$ cat src/rtl/nibble_add_seq_pkg.sv
// Shared constants for the nibble-serial adder.
//   NIBBLE_W : width of one nibble processed per cycle
//   state_t  : controller states IDLE / RUN / DONE
package nibble_add_seq_pkg;

    localparam int unsigned NIBBLE_W = 4;

    typedef enum logic [1:0] {
        IDLE = 2'd0,
        RUN  = 2'd1,
        DONE = 2'd2
    } state_t;

endpackage

$ cat src/rtl/nibble_add_seq_adder4.sv
// adder4 -- 4-bit nibble adder with carry in.
// Ports:
//   a, b     : nibble operands
//   cin      : carry in
//   sum      : 4-bit sum
//   overflow : carry out of bit 3
//   zero     : sum == 0
module adder4
    import nibble_add_seq_pkg::*;
(
    input  logic [NIBBLE_W-1:0] a,
    input  logic [NIBBLE_W-1:0] b,
    input  logic                cin,
    output logic [NIBBLE_W-1:0] sum,
    output logic                overflow,
    output logic                zero
);

    assign {overflow, sum} = {1'b0, a} + {1'b0, b} + {{NIBBLE_W{1'b0}}, cin};
    assign zero            = (sum == '0);

endmodule

$ cat src/rtl/nibble_add_seq.sv
// nibble_add_seq -- W-bit unsigned adder that processes one nibble per clock.
// Ports:
//   clk      : rising-edge clock
//   rst      : synchronous active-high reset
//   start    : begin an addition (honoured in IDLE or DONE only)
//   a, b     : W-bit operands, latched on the accepting edge
//   cin      : carry into nibble 0, latched on the accepting edge
//   busy     : high while nibbles are being processed
//   done     : one-cycle pulse marking a valid result
//   y        : sum (valid from done until the next accepting edge)
//   overflow : unsigned carry out of bit W-1
//   zero     : y == 0 for the completed result
module nibble_add_seq
    import nibble_add_seq_pkg::*;
#(
    parameter int unsigned NIBBLES = 4
) (
    input  logic                         clk,
    input  logic                         rst,
    input  logic                         start,
    input  logic [NIBBLE_W*NIBBLES-1:0]  a,
    input  logic [NIBBLE_W*NIBBLES-1:0]  b,
    input  logic                         cin,
    output logic                         busy,
    output logic                         done,
    output logic [NIBBLE_W*NIBBLES-1:0]  y,
    output logic                         overflow,
    output logic                         zero
);

    localparam int unsigned W    = NIBBLE_W * NIBBLES;
    localparam int unsigned CW   = (NIBBLES > 1) ? $clog2(NIBBLES) : 1;
    localparam logic [CW-1:0] LAST = CW'(NIBBLES - 1);

    state_t              r_state;
    state_t              w_state_next;
    logic                w_accept;
    logic                w_step;
    logic                w_last;

    logic [W-1:0]        r_a;
    logic [W-1:0]        r_b;
    logic                r_carry;
    logic [CW-1:0]       r_cnt;
    logic [W-1:0]        r_y;
    logic                r_overflow;
    logic                r_zero;

    logic [NIBBLE_W-1:0] w_a_nib;
    logic [NIBBLE_W-1:0] w_b_nib;
    logic [NIBBLE_W-1:0] w_nib_sum;
    logic                w_nib_cout;
    logic                w_unused_nib_zero;
    logic [W-1:0]        w_y_next;

    // ---------------- controller ----------------
    always_ff @(posedge clk) begin
        if (rst) begin
            r_state <= IDLE;
        end else begin
            r_state <= w_state_next;
        end
    end

    always_comb begin
        w_state_next = r_state;
        w_accept     = 1'b0;
        w_step       = 1'b0;
        w_last       = 1'b0;
        case (r_state)
            IDLE: begin
                if (start) begin
                    w_accept     = 1'b1;
                    w_state_next = RUN;
                end
            end
            RUN: begin
                w_step = 1'b1;
                if (r_cnt == LAST) begin
                    w_last       = 1'b1;
                    w_state_next = DONE;
                end
            end
            DONE: begin
                if (start) begin
                    w_accept     = 1'b1;
                    w_state_next = RUN;
                end else begin
                    w_state_next = IDLE;
                end
            end
            default: w_state_next = IDLE;
        endcase
    end

    // ---------------- nibble datapath ----------------
    always_comb begin
        w_a_nib = '0;
        w_b_nib = '0;
        for (int unsigned i = 0; i < NIBBLES; i++) begin
            if (r_cnt == i[CW-1:0]) begin
                w_a_nib = r_a[i*NIBBLE_W +: NIBBLE_W];
                w_b_nib = r_b[i*NIBBLE_W +: NIBBLE_W];
            end
        end
    end

    adder4 u_adder4 (
        .a        (w_a_nib),
        .b        (w_b_nib),
        .cin      (r_carry),
        .sum      (w_nib_sum),
        .overflow (w_nib_cout),
        .zero     (w_unused_nib_zero)
    );

    // Result with the current nibble merged in; lets the zero flag see the
    // final nibble in the same cycle it is written.
    always_comb begin
        w_y_next = r_y;
        for (int unsigned i = 0; i < NIBBLES; i++) begin
            if (r_cnt == i[CW-1:0]) begin
                w_y_next[i*NIBBLE_W +: NIBBLE_W] = w_nib_sum;
            end
        end
    end

    always_ff @(posedge clk) begin
        if (rst) begin
            r_a        <= '0;
            r_b        <= '0;
            r_carry    <= 1'b0;
            r_cnt      <= '0;
            r_y        <= '0;
            r_overflow <= 1'b0;
            r_zero     <= 1'b0;
        end else if (w_accept) begin
            r_a     <= a;
            r_b     <= b;
            r_carry <= cin;
            r_cnt   <= '0;
        end else if (w_step) begin
            r_y     <= w_y_next;
            r_carry <= w_nib_cout;
            if (w_last) begin
                r_cnt      <= '0;
                r_overflow <= w_nib_cout;
                r_zero     <= (w_y_next == '0);
            end else begin
                r_cnt <= r_cnt + 1'b1;
            end
        end
    end

    assign busy     = (r_state == RUN);
    assign done     = (r_state == DONE);
    assign y        = r_y;
    assign overflow = r_overflow;
    assign zero     = r_zero;

endmodule
$ cat config.mk
export PLATFORM = sky130hd
export DESIGN_NAME = nibble_add_seq
export DESIGN_NICKNAME = d
export VERILOG_FILES = /design/src/rtl/nibble_add_seq_pkg.sv /design/src/rtl/nibble_add_seq_adder4.sv /design/src/rtl/nibble_add_seq.sv
export SDC_FILE = /design/constraint.sdc
export NUM_CORES = 1
export LEC_CHECK = 0
export ABC_AREA = 0
export CAP_MARGIN = 20
export CORE_MARGIN = 4
export CORE_UTILIZATION = 53
export DETAILED_ROUTE_END_ITERATION = 8
export GPL_ROUTABILITY_DRIVEN = 0
export PLACE_DENSITY = 0.83
export SYNTH_ARGS = -nofsm -noshare
export SYNTH_HDL_FRONTEND = slang
export SYNTH_SLANG_ARGS = --single-unit
$ cat constraint.sdc
create_clock -name clk -period 4.5 [get_ports clk]
set_input_delay 0.45 -clock clk [delete_from_list [all_inputs] [get_ports clk]]
set_output_delay 0.45 -clock clk [all_outputs]
set_load 0.02 [all_outputs]
* Yosys cells after proc, flatten, opt, wreduce, memory -nomap -nowiden
Index checks and enable logic that the tools add are counted.
Storage, ports and cells: register bits 55, input port bits 36, output and inout bits 20, logic and storage cells 52
Operators by class: add/sub/neg operators 3, equal/unequal tests 7, mux-type cells 24, bitwise operators 1, reductions and logical operators 9
Operators by type and width (number):
- 4-bit 2-to-1 mux | 12
- 16-bit zero test | 1
- 1-bit 2-to-1 mux | 8
- 2-bit == test (second input constant) | 3
- 2-bit 2-to-1 mux | 3
- 2-bit case mux with 3 select lines | 1
- 4-bit by 4-bit adder with 5-bit output | 1
- 5-bit by 1-bit adder with 5-bit output | 1
- 2-bit by 1-bit == test with 1-bit output (second input constant) | 2
- 2-bit zero test | 2
- 2-bit AND reduction | 2
- 2-bit OR reduction | 2
- 3-bit AND reduction | 1
- 2-bit by 1-bit adder with 2-bit output (second input constant) | 1
- 2-bit by 1-bit inequality test with 1-bit output (second input constant) | 1
- 2-bit inequality test (second input constant) | 1
- 2-bit nonzero test | 1
- 1-bit inverter | 1

* Logic depth before layout (Yosys ltp)
Gate-level depths: netlist of the first run.
depth in word-level cells 9, depth in mapped cells 13, depth with buffers taken out 12

* Modules after synthesis
Synthesis of the first run repeated with hierarchy kept, for this count alone.
Second synthesis, totals: cell total of the unflattened synthesis 330, area, all modules 2496.1 um2
By module, submodules not included:
- nibble_add_seq | instances 1, cells an instance 309, area each 2318.5 um2, sequential area each 1101.1 um2
- adder4 | instances 1, cells an instance 21, area each 177.7 um2, sequential area each 0.0 um2

* Least setup slack after synthesis of the first run
No wires, ideal clock.
path kind flip-flop to flip-flop, start point register r_cnt[0], end point register r_carry, arrival time 2653 ps, data required time 4384 ps, path slack 1730 ps, cell stages (with the launch flop) 14, cell sequence dfxtp_1 -> inv_1 -> ha_1 -> buf_2 -> nand3b_1 -> a21oi_1 -> a21oi_1 -> o21ai_0 -> fa_1 -> fa_1 -> a21o_1 -> a21oi_1 -> a2111oi_0 -> a31o_2
On the way: word-level cells in the longest chain between the ends 9
RTL lines:
- start, declared | RTL line nibble_add_seq.sv:44 | logic [CW-1:0] r_cnt;
- start signal, assigned | RTL line nibble_add_seq.sv:150 | r_cnt <= r_cnt + 1'b1;
- 2-bit zero test | RTL line nibble_add_seq.sv:101 | if (r_cnt == i[CW-1:0]) begin
- 4-bit 2-to-1 mux (4 in a row) | RTL line nibble_add_seq.sv:101
- 4-bit by 4-bit adder with 5-bit output * | RTL line nibble_add_seq_adder4.sv:19 | assign {overflow, sum} = {1'b0, a} + {1'b0, b} + {{NIBBLE_W{1'b0}}, cin};
- 5-bit by 1-bit adder with 5-bit output * | RTL line nibble_add_seq_adder4.sv:19
- 1-bit 2-to-1 mux * | RTL line nibble_add_seq.sv:142 | end else if (w_step) begin
- 1-bit 2-to-1 mux * | RTL line nibble_add_seq.sv:137 | end else if (w_accept) begin
- end signal, assigned | RTL line nibble_add_seq.sv:140 | r_carry <= cin;
- end signal, assigned | RTL line nibble_add_seq.sv:144 | r_carry <= w_nib_cout;
- end, declared | RTL line nibble_add_seq.sv:43 | logic r_carry;
Every way passes the cells marked *; elsewhere a longest branch is shown, timed or not. The select of a mux whose other input is x is not followed. A chain may end at the register's enable or synchronous reset.

* Worst setup path in the final report of the first run
start point register r_cnt[1], end point register r_zero, in the netlist zero
On the way: word-level cells in the longest chain between the ends 9
RTL lines:
- 2-bit zero test | RTL line nibble_add_seq.sv:101, nibble_add_seq.sv:122
- 4-bit 2-to-1 mux (4 in a row) | RTL line nibble_add_seq.sv:101
- 4-bit by 4-bit adder with 5-bit output | RTL line nibble_add_seq_adder4.sv:19
- 5-bit by 1-bit adder with 5-bit output | RTL line nibble_add_seq_adder4.sv:19
- 4-bit 2-to-1 mux | RTL line nibble_add_seq.sv:122 | if (r_cnt == i[CW-1:0]) begin
- 16-bit zero test | RTL line nibble_add_seq.sv:148 | r_zero <= (w_y_next == '0);
- end signal, assigned | RTL line nibble_add_seq.sv:148
- end, declared | RTL line nibble_add_seq.sv:47 | logic r_zero;
Parallel ways exist; a longest one is shown, timed or not.

==> results of run 1 <==
power by group:
| part | internal (µW) | switching, µW | total [µW] |
|---|---|---|---|
| clock network | 110 | 151 | 261 |
| logic | 77.3 | 87.4 | 165 |
| registers | 510 | 16.0 | 526 |
| total | 697 | 255 | 951 |
critical path, delay by kind of cell, from the launching register on:
| family | cells | cell delay (ns) |
|---|---|---|
| XOR/XNOR | 1 | 0.44 |
| AND/OR/NAND/NOR | 1 | 0.20 |
| flip-flops | 1 | 0.34 |
| adder cells (fa/ha/maj) | 3 | 1.49 |
| AO/OA/AOI/OAI | 5 | 0.79 |
| buffers and inverters | 1 | 0.10 |
synthesized netlist by cell type:
cell type,instances
or3_1,4
and3b_1,1
a21boi_0,1
a31o_2,1
nand2_1,87
nand2b_1,1
nor3_1,4
nand3_1,4
and2_1,1
o211ai_1,1
a311oi_1,4
fa_1,2
ha_1,7
a21o_1,1
buf_2,5
and2b_1,1
nor2b_1,1
clkbuf_1,13
dfxtp_1,55
buf_1,3
nand2b_2,1
nor2_1,12
mux2i_1,6
a2111oi_0,1
nand2_2,2
a21oi_1,63
clkinv_2,1
xnor2_1,1
inv_1,3
buf_4,1
nand3b_2,1
o21ai_0,9
nor4_1,4
o31ai_1,1
o221ai_1,1
nand3b_1,8
metrics by stage:
step                worst slack (ns)  hold WS, ns  area [µm²]  cells  utilization
global route                   0.823        0.484        3080    408        0.699
floorplan                       1.73        0.436        2450    312            -
detailed placement              1.16        0.450        3000    400        0.680
global placement                1.35        0.446        2990    399        0.677
finish                          1.06        0.462        3080    408        0.699
CTS                             1.13        0.464        3080    408        0.699
registers in the layout, indices dropped and copies added, names as in the netlist:
register and count:
r_cnt 2, r_b 16, y 16, zero 1
r_a 16, r_carry 1, r_state 2, overflow 1
cell families (layout without fill, tap and decap cells):
group                      Yosys count  count (layout)  synth area share
and+or+nand+nor                    132             132             0.241
AOI/OAI and AO/OA                   83              83             0.185
DFF                                 55              55             0.450
buffers and inverters               26              70            0.0445
adders and majority gates            9               9            0.0521
muxes                                6               6            0.0245
xor gates and xnor gates             1               1           0.00358
placed cells by master, fill, tap and decap left out, drive strengths merged, types with 6 or more instances in the layout:
master / synthesis / routed
nand2: 89 / 89
a21oi: 63 / 63
clkdlybuf4s50: 0 / 55
dfxtp: 55 / 55
nor2: 12 / 12
o21ai: 9 / 9
nand3b: 9 / 9
ha: 7 / 7
clkbuf: 13 / 7
mux2i: 6 / 6
cell type report:
type,instances,area share
Inverter,4,0.00527
Timing Repair Buffer,58,0.188
Tap cell,52,0.0211
Clock buffer,7,0.0247
Sequential cell,55,0.357
Clock inverter,1,0.00162
Multi-Input combinational cell,231,0.402
per-layer routing:
| layer | up-vias | global-route usage |
|---|---|---|
| li1 | 1145 | - |
| met5 | - | 0 |
| met4 | 0 | 0.0534 |
| met1 | 1015 | 0.238 |
| met2 | 74 | 0.333 |
| met3 | 6 | 0.0509 |
worst max path at each step:
stage               startpoint      end  slack, ns
finish                r_cnt[1]     zero       1.06
global route          r_cnt[1]     zero       0.82
CTS                   r_cnt[1]     zero       1.13
detailed placement    r_cnt[1]     zero       1.16
global placement      r_cnt[0]     zero       1.35
floorplan             r_cnt[0]  r_carry       1.73
==> results.py, run 1 <==
metrics = {
    "outcome": {
        "status": "complete, no violations",
    },
    "cells_and_area": {
        "diodes": 0,
        "nets": 400,
        "regArea_um2": 1100,
        "drive_above_1_share": 0.0449,
        "nFillCells": 376,
        "multi_input_area_um2": 1240,
        "area_growth_pct": 26.0,
    },
    "hold_path": {
        "holdPathEnd": "r_a[14]",
        "min_path_type": "reg -> reg",
        "hp-start": "r_a[14]",
        "hold_depth": 2,
    },
    "routing": {
        "drt_iter0_markers": 188,
        "met3_length_um": 375,
        "top_layer": "met4",
        "wl_met1_um": 2440,
        "postRouteAntennaNets": 0,
        "drt-vias-per-instance": 5.49,
        "drc_errors": 0,
        "wl_met2_um": 2780,
        "vias": 2240,
        "routedWlPerCell_um": 13.9,
        "drt_first_pass_iters": 4,
        "drt_wl_total_um": 5660,
    },
    "sta": {
        "fmax_mhz": 291,
        "setup_viol_count_final": 0,
        "rsz0062_at_grt": "false",
        "skew_ns": 0.0135,
        "finalSetupTns_ns": 0,
        "tightest_slew_ns": 0.734,
        "finalHoldViolCount": 0,
        "min_period_over_period": 0.765,
        "max_slew_margin": 0.511,
        "drv_slew": 0,
        "fin_crit_ns": 3.44,
    },
    "global_route": {
        "antenna_found_initial": 0,
        "grt_pass1_vias": 2010,
        "grt_pass1_wl_um": 9300,
        "grt_start_max_net_pins": 55,
        "grt_usage": 0.194,
        "overflow": 0,
    },
    "clock_network": {
        "hold_buffers": 0,
        "cts-root-buf": "clkbuf_8",
        "ctsHtreeMaxLevel": 2,
        "clkSinkCount": 55,
        "cts-resized-gates": 0,
        "clk-insertion-delay-late_ns": 0.31,
        "cts_tree": "yes",
        "clk_pin_slew_ns": 0.10,
        "postCtsSetupBuffers": 0,
        "cts_buffers": 5,
        "cts.path.max_buffers": 2,
    },
    "power": {
        "max-vdd-ir-drop_v": 0.000245,
        "fin_total_pwr_uw": 951,
        "p_leak_uw": 0.00115,
        "p_per_area_nw_per_um2": 309,
    },
    "logic_synthesis": {
        "syn_area_per_cell_um2": 7.84,
        "synth-warning-count": 0,
        "syn_area_um2": 2450,
        "synthCells": 312,
        "synthTopCellsByArea": "dfxtp_1 45%, nand2_1 13%, a21oi_1 13%, ha_1 3.6%, mux2i_1 2.5%",
        "synth_area_leader_cell": "dfxtp_1",
        "syn-num-nets": 357,
        "synth.top_cell.area_share": 0.450,
        "yosysSeqAreaShare": 0.450,
        "ys_ff_latch": 55,
        "synth.distinct_cells": 36,
    },
    "critical_path": {
        "startpoint_type": "flip-flop",
        "critical_path_required_ns": 4.72,
        "r2r_cells": 11,
        "crit_path_end_kind": "flip-flop",
        "worst-setup-path-type": "reg -> reg",
        "reg2reg_from": "r_cnt[1]",
        "slowest_stage": "ha_1",
        "cp.arrival_ns": 3.66,
        "crit_fanout": 21,
        "slowest_delay_ns": 0.59,
        "reg2reg_slack_ns": 1.06,
        "timing.rr.end": "zero",
        "crit_chain": "inv_1 -> ha_1 -> nand3b_1 -> a21oi_1 -> a21oi_1 -> o21ai_0 -> fa_1 -> fa_1 -> xnor2_1 -> o211ai_1 -> o31ai_1",
    },
    "run": {
        "max_cap_violations": 0,
    },
    "die": {
        "initial_core_util": 0.554,
        "ios": 56,
        "num_rows": 24,
        "die-area_um2": 5770,
        "die_h_um": 76.0,
        "die_x_um": 76.0,
        "design.core.area_um2": 4410,
    },
    "placed_design": {
        "numPortBuffers": 55,
        "place_hpwl_um": 4120,
    },
}
Power figures use the tool's default switching activity.
==> run 2, diff against run 1 <==
--- a/config.mk
+++ b/config.mk
@@ -8,10 +8,10 @@
 export ABC_AREA = 0
 export CAP_MARGIN = 20
 export CORE_MARGIN = 4
-export CORE_UTILIZATION = 53
+export CORE_UTILIZATION = 50
 export DETAILED_ROUTE_END_ITERATION = 8
 export GPL_ROUTABILITY_DRIVEN = 0
-export PLACE_DENSITY = 0.83
+export PLACE_DENSITY = 0.79
 export SYNTH_ARGS = -nofsm -noshare
 export SYNTH_HDL_FRONTEND = slang
 export SYNTH_SLANG_ARGS = --single-unit
==> constraint.sdc (replaced) <==
create_clock -name clk -period 3.5 [get_ports clk]
set_input_delay 0.35 -clock clk [delete_from_list [all_inputs] [get_ports clk]]
set_output_delay 0.35 -clock clk [all_outputs]
set_load 0.02 [all_outputs]
==> run 2 against run 1 <==
Compared with the run above: combinational power rose by 30%; via count did not move; clock power rose by 42%; critical path type unchanged.
==> results.py, run 2 (same netlist as run 1, synthesis figures left out) <==
metrics = {
    "cells_and_area": {
        "layout.cells.most_common": "nand2_1",
        "final_cells": 428,
        "nets": 405,
        "nFillCells": 410,
        "final_cell_mix": "87 x nand2_1, 63 x a21oi_1, 55 x clkdlybuf4s50_1, 55 x dfxtp_1, 12 x nor2_1",
        "area_growth_pct": 28.8,
        "regArea_um2": 1100,
        "drive_above_1_share": 0.0609,
        "multi_input_area_um2": 1240,
        "diodes": 0,
    },
    "global_route": {
        "grt_util_met2": 0.336,
        "grt_pass1_wl_um": 9780,
        "grt_start_max_net_pins": 22,
        "grtUsageMet1": 0.259,
        "met3_usage": 0.0394,
        "overflow": 0,
        "busiest_layer": "met2",
        "grt_usage": 0.197,
        "antenna_found_initial": 0,
        "grt_pass1_vias": 2114,
    },
    "placed_design": {
        "dp.cells": 420,
        "place_hpwl_um": 4340,
        "numPortBuffers": 55,
    },
    "clock_network": {
        "ctsHtreeMaxLevel": 2,
        "cts_buffers": 5,
        "cts-root-buf": "clkbuf_8",
        "cts-resized-gates": 0,
        "clkSinkCount": 55,
        "clk_pin_slew_ns": 0.09,
        "clk-insertion-delay-late_ns": 0.30,
        "cts_tree": "yes",
        "cts.path.max_buffers": 2,
        "hold_buffers": 0,
        "postCtsSetupBuffers": 0,
    },
    "sta": {
        "fmax_mhz": 320,
        "finalHoldViolCount": 0,
        "min_period_over_period": 0.893,
        "setup_viol_count_final": 0,
        "drv_slew": 0,
        "fin_crit_ns": 3.12,
        "skew_ns": 0.00613,
        "finalSetupTns_ns": 0,
        "tightest_slew_ns": 0.714,
        "fin_hold_ws_ns": 0.460,
        "max_slew_margin": 0.522,
        "rsz0062_at_grt": "false",
    },
    "critical_path": {
        "startpoint_type": "flip-flop",
        "crit_path_end_kind": "flip-flop",
        "worst-setup-path-type": "reg -> reg",
        "crit_fanout": 12,
        "cp.arrival_ns": 3.35,
        "critical_path_required_ns": 3.72,
    },
    "power": {
        "p_per_area_nw_per_um2": 400,
        "p_leak_uw": 0.00118,
        "max-vdd-ir-drop_v": 0.000252,
        "fin_total_pwr_uw": 1260,
    },
    "outcome": {
        "status": "complete, no violations",
    },
    "die": {
        "ios": 56,
        "num_rows": 25,
        "initial_core_util": 0.518,
        "die_h_um": 78.0,
        "die_x_um": 78.0,
        "design.core.area_um2": 4720,
        "die-area_um2": 6080,
    },
    "routing": {
        "drt_iter0_markers": 146,
        "drc_errors": 0,
        "drt-vias-per-instance": 5.23,
        "routedWlPerCell_um": 13.4,
        "drt_wl_total_um": 5710,
        "postRouteAntennaNets": 0,
        "vias": 2240,
        "drt_first_pass_iters": 5,
    },
    "run": {
        "max_cap_violations": 0,
    },
    "hold_path": {
        "min_path_type": "reg -> reg",
    },
}
[run 2: cell types whose count changed in the layout (fill, tap and decap cells not counted), sizes merged]
cell and delta:
buf +5, clkinv -1, clkbuf +1
[run 2: critical path: stages (launching register included)]
cell,delay (ns)
dfxtp_1,0.37
inv_1,0.09
ha_1,0.28
buf_4,0.22
nand2_1,0.08
a21oi_1,0.06
a21oi_1,0.13
o21ai_0,0.12
fa_1,0.46
fa_1,0.41
xnor2_1,0.43
o211ai_1,0.15
o31ai_1,0.23
[run 2: path summary, 6_finish.rpt]
kind | startpoint | endpoint | slack, ns | depth (start not counted)
setup / recovery | r_cnt[1] | zero | 0.38 | 12
hold / removal | r_a[10] | r_a[10] | 0.46 | 2
setup reg to reg | r_cnt[1] | zero | 0.38 | 12
hold reg to reg | r_a[10] | r_a[10] | 0.46 | 2
[run 2: cell type report]
class                   instances  area share
clock buffers                   8      0.0318
flip-flops and latches         55       0.349
well taps                      67      0.0266
inverters                       4     0.00516
multi-input cells             231       0.393
repair buffers                 63       0.194
[run 2: per-stage QoR]
stage / setup WS (ns) / area, µm² / utilization
2_1_floorplan: 0.730 / 2450 / -
3_3_place_gp: 0.545 / 3050 / 0.646
3_5_place_dp: 0.417 / 3050 / 0.646
4_1_cts: 0.367 / 3150 / 0.667
5_1_grt: 0.164 / 3150 / 0.667
6_report: 0.376 / 3150 / 0.667
[run 2: power by group]
part           switching [µW]  internal, µW  leakage, µW
clock network             190           181    0.0000515
registers                20.3           655     0.000449
logic                     113           101     0.000680
total                     323           937      0.00118
[run 2: routing by layer]
metal	wire, µm	up-vias	share of wire
met2	2790	67	0.49
li1	-	1152	-
met4	47	0	0.0082
met1	2540	1016	0.45
met5	0	-	0
met3	337	5	0.059
